`src/rtl/mon_prod.sv`:
```
// mon_prod: radix-2 bit-serial Montgomery multiplier, P = A*B*2^-n mod M.
// Optional feature macro: MON_PROD_FINAL_SUB_EN
//   defined   -> extra SUB cycle performs the final conditional subtraction,
//                P is fully reduced into [0, M), latency n+2 edges.
//   undefined -> CALC finishes straight into DONE, P is in [0, 2M), latency n+1.
module mon_prod #(
  parameter int bitLen     = 64,
  parameter int wordLen    = 8,
  parameter int countWidth = 5
) (
  input  logic                  clk,
  input  logic                  reset,
  input  logic                  start,
  input  logic [bitLen-1:0]     A,
  input  logic [bitLen-1:0]     B,
  input  logic [bitLen-1:0]     M,
  input  logic [countWidth-1:0] num_words,
  output logic                  stop,
  output logic [bitLen-1:0]     P
);

  // Counter wide enough to hold the full iteration count bitLen.
  localparam int cnt_w = $clog2(bitLen + 1);
  // Two guard bits: S + B + M stays below 4*2^bitLen while S < 2M.
  localparam int s_w   = bitLen + 2;

  localparam logic [cnt_w-1:0] full_n = cnt_w'(bitLen);

  typedef enum logic [1:0] {
    IDLE,
    CALC,
    SUB,
    DONE
  } state_t;

  state_t state_q, state_d;

  logic [bitLen-1:0] a_q;   // multiplicand, shifted right one bit per iteration
  logic [bitLen-1:0] b_q;
  logic [bitLen-1:0] m_q;
  logic [s_w-1:0]    s_q;   // Montgomery accumulator
  logic [cnt_w-1:0]  cnt_q; // iterations completed
  logic [cnt_w-1:0]  n_q;   // iterations required for this operation

  logic [cnt_w-1:0]  n_sel;
  int unsigned       words_bits;
  logic [s_w-1:0]    s_add;
  logic [s_w-1:0]    s_odd;
  logic [s_w-1:0]    s_next;
  logic              last;

  // Decode requested operand length; zero or oversize lengths mean full width.
  // NOTE: every always_comb output gets a default first so no latch is inferred.
  always_comb begin
    words_bits = int'(num_words) * int'(wordLen);
    n_sel      = full_n;
    if (num_words != '0 && words_bits <= int'(bitLen)) begin
      n_sel = cnt_w'(words_bits);
    end
  end

  // One radix-2 step: add A[i]*B, make S even by adding M, then halve.
  always_comb begin
    s_add  = s_q + (a_q[0] ? {2'b00, b_q} : '0);
    s_odd  = s_add + (s_add[0] ? {2'b00, m_q} : '0);
    s_next = s_odd >> 1;
    last   = (cnt_q == (n_q - cnt_w'(1)));
  end

`ifdef MON_PROD_FINAL_SUB_EN
  // When S >= M the difference is below M, so the low bitLen bits are exact.
  logic [bitLen-1:0] s_sub;
  assign s_sub = s_q[bitLen-1:0] - m_q;
`endif

  // State register; reset has priority over everything.
  // NOTE: sequential state uses non-blocking (<=) so all flops update together.
  always_ff @(posedge clk) begin
    if (reset) state_q <= IDLE;
    else       state_q <= state_d;
  end

  // Next-state logic.
  always_comb begin
    state_d = state_q;
    case (state_q)
      IDLE: if (start) state_d = CALC;
`ifdef MON_PROD_FINAL_SUB_EN
      CALC: if (last) state_d = SUB;
      SUB:  state_d = DONE;
`else
      CALC: if (last) state_d = DONE;
`endif
      DONE: if (!start) state_d = IDLE;
      default: state_d = IDLE;
    endcase
  end

  // Operand capture, iteration datapath and result register.
  // NOTE: these are plain registers, not a memory, so they all take the sync reset.
  always_ff @(posedge clk) begin
    if (reset) begin
      a_q   <= '0;
      b_q   <= '0;
      m_q   <= '0;
      s_q   <= '0;
      cnt_q <= '0;
      n_q   <= '0;
      P     <= '0;
    end else begin
      case (state_q)
        IDLE: begin
          if (start) begin
            a_q   <= A;
            b_q   <= B;
            m_q   <= M;
            n_q   <= n_sel;
            s_q   <= '0;
            cnt_q <= '0;
          end
        end
        CALC: begin
          s_q   <= s_next;
          a_q   <= a_q >> 1;
          cnt_q <= cnt_q + cnt_w'(1);
`ifndef MON_PROD_FINAL_SUB_EN
          if (last) P <= s_next[bitLen-1:0];
`endif
        end
`ifdef MON_PROD_FINAL_SUB_EN
        SUB: begin
          P <= (s_q >= {2'b00, m_q}) ? s_sub : s_q[bitLen-1:0];
        end
`endif
        default: ;
      endcase
    end
  end

  // Done flag is a pure decode of the state register.
  assign stop = (state_q == DONE);

endmodule

```
`config.mk`:
```
export PLATFORM = sky130hd
export DESIGN_NAME = mon_prod
export DESIGN_NICKNAME = d
export VERILOG_FILES = /design/src/rtl/mon_prod.sv
export SDC_FILE = /design/constraint.sdc
export NUM_CORES = 1
export LEC_CHECK = 0
export ABC_AREA = 1
export CORE_AREA = 2 2 196 198
export DETAILED_ROUTE_END_ITERATION = 7
export DIE_AREA = 0 0 198 200
export PLACE_DENSITY_LB_ADDON = 0.25
export SETUP_SLACK_MARGIN = 0.4
export SYNTH_ARGS = -nofsm -noshare
export SYNTH_HDL_FRONTEND = slang
export SYNTH_SLANG_ARGS = --single-unit
```
`constraint.sdc`:
```
create_clock -name clk -period 12.1 [get_ports clk]
set_clock_uncertainty 0.15 [all_clocks]
set_input_delay 3.63 -clock clk [delete_from_list [all_inputs] [get_ports clk]]
set_output_delay 3.63 -clock clk [all_outputs]
set_load 0.02 [all_outputs]
```
==> flow_summary.json, run 1 <==
{
  "run_status": "completed",
  "clock.fmax_mhz": 155,
  "clkLatencyLatePin_ns": 0.59,
  "detailroute.via_count": 24300,
  "worst_slack_ns": 5.63,
  "worstPathBufferInverterCount": 4,
  "r2r_cells": 23,
  "chipHeight_um": 200,
  "power.leakage_nw": 12.6,
  "ir_worst_vdd_v": 0.000147,
  "asyncSetResetFlopFracSynth": 0,
  "last_weighted_congestion_value_of_the_routability_driven_placer": 1.15,
  "final_net_count": 4011,
  "pin_count_of_the_biggest_net_entering_global_routing": 134,
  "grt_setup_unrepaired": "no",
  "post_layout_nonfiller_instances": 4213,
  "finalHoldViolCount": 0,
  "place.detailed.instances": 4151,
  "worstSetupPathType": "reg -> reg",
  "path_clk_slew_ns": 0.06,
  "min_to": "a_q[63]",
  "crit_path_frequent_cell": "sky130_fd_sc_hd__nand2_1",
  "slowest_stage_cell_on_the_critical_path": "sky130_fd_sc_hd__nor4_1",
  "r2r-end": "P[45]",
  "cp-start-kind": "flop",
  "synth_enable_flop_cells": 0,
  "clock-root-buffer": "sky130_fd_sc_hd__clkbuf_16",
  "final.fill_count": 3174,
  "launching_point_of_the_worst_reg2reg_path": "a_q[0]",
  "end_kind": "flop",
  "detail_route.drc_violations": 0,
  "cts_post_setup_buffers_inserted": 0,
  "reg2reg_setup_slack_ns": 5.63,
  "synth_warnings": 0,
  "maxSlewHeadroom": 0.194,
  "first_global_vias": 23100,
  "core_area_um2": 37400,
  "dominantRegCellSynth": "sky130_fd_sc_hd__dfxtp_1",
  "final_max_slew_viol_count": 0,
  "remaining_antenna_violation_count_after_routing": 0,
  "cpLargestDelayFamily": "simple AND/OR/NAND/NOR gates",
  "floorplan.initialDensity": 0.592,
  "synthesis.nets": 3826,
  "grt_use_met3": 0.0704,
  "gate_count_after_technology_mapping": 3495,
  "synthesized_area_per_cell_um2": 6.33,
  "ctsResizeCount": 0,
  "hold_path.class": "reg -> reg",
  "max_stage_delay_ns": 1.02,
  "wl_um": 80100,
  "post_synth_instance_area_um2": 22100,
  "place.detailed.hpwl_um": 61700,
  "cts_max_path_buffers": 3,
  "crit_chain": "buf_4, nand2_1, inv_1, ha_1, nand2_1, nor4_1, nand4_1, nand2_1, a21boi_1, o21ai_0, xor2_1, ha_1, inv_1, o21ai_0, a21oi_1, a21boi_0, o21ai_0, a21oi_1, nand3_1, nand2_1, nand2_1, o211ai_1, inv_1",
  "globalRouteMet1Util": 0.493,
  "required_ns": 12.43,
  "critical_path.max_fanout": 42,
  "io-pin-count": 265,
  "holdBufCountCts": 0,
  "mostFrequentLayoutCell": "sky130_fd_sc_hd__nand2_1",
  "vias_per_cell": 5.78,
  "rows": 71,
  "fp.dieW_um": 198,
  "detail_route.first_pass.iterations": 6,
  "mostFrequentLayoutCells": "sky130_fd_sc_hd__nand2_1, sky130_fd_sc_hd__nor2_1, sky130_fd_sc_hd__inv_1",
  "worst_hold_startpoint": "a_q[63]",
  "layout-drive-gt1-share": 0.0381,
  "synth.distinct_cells": 60,
  "antenna_violations_before_repair": 0,
  "area_growth_syn_to_layout_pct": 18.5,
  "timing.max_cap.violations": 0,
  "first_iter_violations": 2317,
  "worstPathArrival_ns": 6.80,
  "timing.hold.worst_path_depth": 2,
  "tritoncts": "built",
  "period_needed_ns": 6.47,
  "global_route.usage.total": 0.395,
  "final-seq-area_um2": 6690,
  "avgRoutedWirePerCell_um": 19.0,
  "cts_sinks": 334,
  "pre_cts_slack_ns": 5.27,
  "tritoncts.num_buffers": 38,
  "fin_tns_setup_ns": 0,
  "power.density_nw_per_um2": 104,
  "wire_length_of_the_first_global_routing_pass_um": 122000,
  "portBuffers": 264,
  "synth_seq_cells": 334,
  "multi_input_comb_area_um2": 13300,
  "antenna_cells": 0,
  "grt_max_usage_layer": "met2",
  "worst-slew-pin-transition_ns": 1.20,
  "overflow": 0,
  "synth_sequential_area_ratio": 0.302,
  "cts.htree.levels": 2,
  "die-area_um2": 39600,
  "report.final.setup_viol": 0,
  "grtUsageMet2": 0.655,
  "final_min_period_over_clock_period": 0.535
}
worst register-to-register path, delay by kind of cell, from the launching register on:
kind | cells | cell delay (ns)
simple gates | 8 | 2.25
xor+xnor | 1 | 0.20
flops | 1 | 0.61
buf+inv | 4 | 0.79
compound gates | 8 | 1.83
fa+ha+maj | 2 | 0.54
final cells by class:
cell class | count | area share
Clock buffer | 48 | 0.0396
Inverter | 443 | 0.0637
Timing Repair Buffer | 275 | 0.104
Multi-Input combinational cell | 2588 | 0.507
Tap cell | 511 | 0.0244
Sequential cell | 334 | 0.255
Clock inverter | 14 | 0.00687
layer usage:
layer | vias up | share of wire | routed length (µm)
met1 | 11200 | 0.41 | 32500
met5 | - | 0 | 0
met3 | 267 | 0.088 | 7010
met2 | 1201 | 0.45 | 36100
met4 | 0 | 0.056 | 4490
li1 | 11600 | - | -
synth_stat cells, drive strengths merged, types with 23 or more instances:
library cell    n  area share
a21o           28      0.0096
a21oi         306       0.070
nand2         774        0.13
nor3           23      0.0059
dfxtp         334        0.30
inv           441       0.075
buf            25      0.0054
ha            129       0.073
nand3         100       0.023
a31oi          28      0.0079
nor2          587        0.10
xnor2          41       0.016
o21ai         338       0.078
clkbuf        105       0.018
xor2           60       0.024
o22ai          41       0.012
worst max path at each step:
stage | start | end | depth (start not counted)
floorplan | start | a_q[14] | 7
global placement | start | a_q[0] | 7
detailed placement | start | a_q[0] | 7
CTS | start | a_q[0] | 7
global route | a_q[0] | P[45] | 32
finish | a_q[0] | P[45] | 23
registers in the layout (all words and copies together), names as in the netlist:
name and flops:
n_q 4, a_q 64, m_q 64, b_q 64
state_q 2, P 64, cnt_q 7, s_q 65
report_power, final:
group	leakage [nW]	total, mW	internal (mW)	switching (mW)
combinational	9.29	0.395	0.153	0.242
clock	0.595	1.13	0.639	0.495
sequential	2.74	1.21	1.17	0.0406
total	12.6	2.74	1.96	0.778
per-stage QoR:
step	power, mW	area [µm²]	hold WS, ns	util
2_1_floorplan	1.46	22100	0.291	-
3_3_place_gp	1.60	25000	0.302	0.668
3_5_place_dp	1.61	25000	0.312	0.668
4_1_cts	2.74	26200	0.322	0.701
5_1_grt	2.83	26200	0.337	0.701
6_report	2.74	26200	0.318	0.701
cells by family (layout without fill, tap and decap cells):
logic type / count (synthesis) / after routing / synth area share
simple gates: 1534 / 1534 / 0.279
buf+inv: 573 / 780 / 0.0983
flops: 334 / 334 / 0.302
compound gates: 822 / 822 / 0.206
xor+xnor: 101 / 101 / 0.0403
fa+ha+maj: 131 / 131 / 0.0748
Power figures use the tool's default switching activity.
==> run 2: changes to the inputs <==
--- a/config.mk
+++ b/config.mk
@@ -6,9 +6,9 @@
 export NUM_CORES = 1
 export LEC_CHECK = 0
 export ABC_AREA = 1
-export CORE_AREA = 2 2 196 198
+export CORE_AREA = 2 2 210 212
 export DETAILED_ROUTE_END_ITERATION = 7
-export DIE_AREA = 0 0 198 200
+export DIE_AREA = 0 0 212 214
 export PLACE_DENSITY_LB_ADDON = 0.25
 export SETUP_SLACK_MARGIN = 0.4
 export SYNTH_ARGS = -nofsm -noshare
==> constraint.sdc (replaced) <==
create_clock -name clk -period 5.8 [get_ports clk]
set_clock_uncertainty 0.15 [all_clocks]
set_input_delay 1.74 -clock clk [delete_from_list [all_inputs] [get_ports clk]]
set_output_delay 1.74 -clock clk [all_outputs]
set_load 0.02 [all_outputs]
==> run 2 against run 1 <==
  * The flow now finishes with violations (DRC)
  * Die area rose by 15%
  * Sequential share of layout area fell by 0.54 points
  * Cell area is 2.2% higher
  * Total power is 110% higher
==> flow_summary.json, run 2 (synthesized netlist as in run 1, its figures left out) <==
{
  "cp-start-kind": "flop",
  "violated_checks": "DRC",
  "final_max_slew_viol_count": 0,
  "ir_worst_vdd_v": 0.000215,
  "required_ns": 6.12,
  "utilization": 0.625,
  "area_growth_syn_to_layout_pct": 21.0,
  "clock.fmax_mhz": 194,
  "worstPathBufferInverterCount": 5,
  "largest_register_ff_count": 65,
  "detail_route.first_pass.iterations": 8,
  "antenna_cells": 0,
  "net_switching_component_of_the_power_mw": 1.61,
  "finalHoldViolCount": 0,
  "fin_tns_setup_ns": 0,
  "overflow": 0,
  "final_net_count": 4051,
  "worst-slew-pin-transition_ns": 1.15,
  "cts_sinks": 334,
  "floorplan.initialDensity": 0.516,
  "p_clk_frac": 0.408,
  "mostFrequentLayoutCell": "sky130_fd_sc_hd__nand2_1",
  "cts_max_path_buffers": 3,
  "detail_route.drc_violations": 4,
  "clkLatencyLatePin_ns": 0.58,
  "power.density_nw_per_um2": 211,
  "timing.max_cap.violations": 0,
  "seq_power_share": 0.444,
  "rows": 76,
  "cts.htree.levels": 2,
  "first_global_vias": 22400,
  "intPower_mw": 4.04,
  "sw_frac_of_total": 0.284,
  "first_iter_violations": 2153,
  "die-area_um2": 45400,
  "final_min_period_over_clock_period": 0.887,
  "crit_path_frequent_cell": "sky130_fd_sc_hd__nand2_1",
  "pin_count_of_the_biggest_net_entering_global_routing": 200,
  "max_stage_delay_ns": 0.40,
  "chipHeight_um": 214,
  "end_kind": "flop",
  "regMostFlops": "s_q",
  "worstSetupPathType": "reg -> reg",
  "grt_setup_unrepaired": "yes",
  "maxSlewHeadroom": 0.234,
  "vias_per_cell": 5.46,
  "tritoncts": "built",
  "cpLargestDelayFamily": "compound AO/OA/AOI/OAI gates",
  "mostFrequentLayoutCells": "sky130_fd_sc_hd__nand2_1, sky130_fd_sc_hd__nor2_1, sky130_fd_sc_hd__inv_1",
  "final.fill_count": 4133,
  "run_status": "complete, but fails checks",
  "global_route.usage.total": 0.348,
  "layout-drive-gt1-share": 0.0539,
  "place.detailed.hpwl_um": 62900,
  "wl_um": 79600,
  "slowest_stage_cell_on_the_critical_path": "sky130_fd_sc_hd__dfxtp_2",
  "report.final.setup_viol": 0,
  "wire_length_of_the_first_global_routing_pass_um": 124000,
  "multi_input_comb_area_um2": 13400,
  "detailroute.via_count": 23700,
  "tritoncts.num_buffers": 37,
  "io-pin-count": 265,
  "clock-root-buffer": "sky130_fd_sc_hd__clkbuf_16",
  "period_needed_ns": 5.15,
  "avgRoutedWirePerCell_um": 18.4,
  "critical_path.max_fanout": 31,
  "final-seq-area_um2": 6690,
  "fp.dieW_um": 212,
  "core_area_um2": 42900,
  "antenna_violations_before_repair": 0,
  "p_comb_frac": 0.147,
  "power.leakage_nw": 12.9,
  "portBuffers": 264,
  "hold_path.class": "reg -> reg",
  "remaining_antenna_violation_count_after_routing": 0,
  "path_clk_slew_ns": 0.06,
  "worstPathArrival_ns": 5.46,
  "last_weighted_congestion_value_of_the_routability_driven_placer": 1.05
}
-- run 2: path summary, 6_finish.rpt --
| path | start | to | slack [ns] | cells after the start |
|---|---|---|---|---|
| max reg2reg | a_q[0] | P[57] | 0.65 | 27 |
| min | a_q[34] | a_q[34] | 0.32 | 2 |
| min reg2reg | a_q[34] | a_q[34] | 0.32 | 2 |
| max | a_q[0] | P[57] | 0.65 | 27 |
-- run 2: final cells by class --
cell class | instances | share of cell area
Clock buffer | 54 | 0.0392
Clock inverter | 11 | 0.00444
Inverter | 443 | 0.0624
Multi-Input combinational cell | 2588 | 0.501
Sequential cell | 334 | 0.250
Tap cell | 585 | 0.0273
Timing Repair Buffer | 316 | 0.116
-- run 2: layer usage --
| layer | global-route usage | up-vias | wire length, µm |
|---|---|---|---|
| met5 | 0 | - | 0 |
| met4 | 0.123 | 0 | 2940 |
| met3 | 0.0548 | 136 | 6310 |
| met2 | 0.555 | 939 | 35400 |
| met1 | 0.475 | 10900 | 34900 |
| li1 | - | 11700 | - |
-- run 2: power by group through the flow --
stage                     combinational [mW]  clock, mW  sequential (mW)
final                                  0.833       2.31             2.51
after floorplan                        0.508          0             2.53
after global placement                 0.817          0             2.56
after global routing                   0.922       2.42             2.52
after CTS                              0.829       2.33             2.51
after detailed placement               0.824          0             2.56
-- run 2: timing repair --
action | CTS | global route
cloned | 0 | 0
hold buffers | 0 | 0
pin swaps | 0 | 2
buffers inserted | 0 | 3
hold endpoints to repair | 0 | 0
resized for setup | 1 | 34
setup endpoints to repair | 1 | 35
-- run 2: worst reg2reg max path: cells and delay by family (launching register included) --
family / cells / cell delay (ns)
compound gates: 13 / 2.75
fa+ha+maj: 2 / 0.62
buf+inv: 5 / 0.50
simple gates: 6 / 0.46
flops: 1 / 0.40
xor+xnor: 1 / 0.15
-- run 2: per-stage QoR --
stage	worst slack [ns]	cell area [µm²]	cells	total power [mW]	hold slack, ns
2_1_floorplan	1.22	22100	3495	3.04	0.291
3_3_place_gp	0.294	25500	4263	3.37	0.303
3_5_place_dp	0.407	25500	4263	3.38	0.308
4_1_cts	0.446	26600	4328	5.67	0.316
5_1_grt	0.364	26800	4331	5.87	0.333
6_report	0.653	26800	4331	5.65	0.319
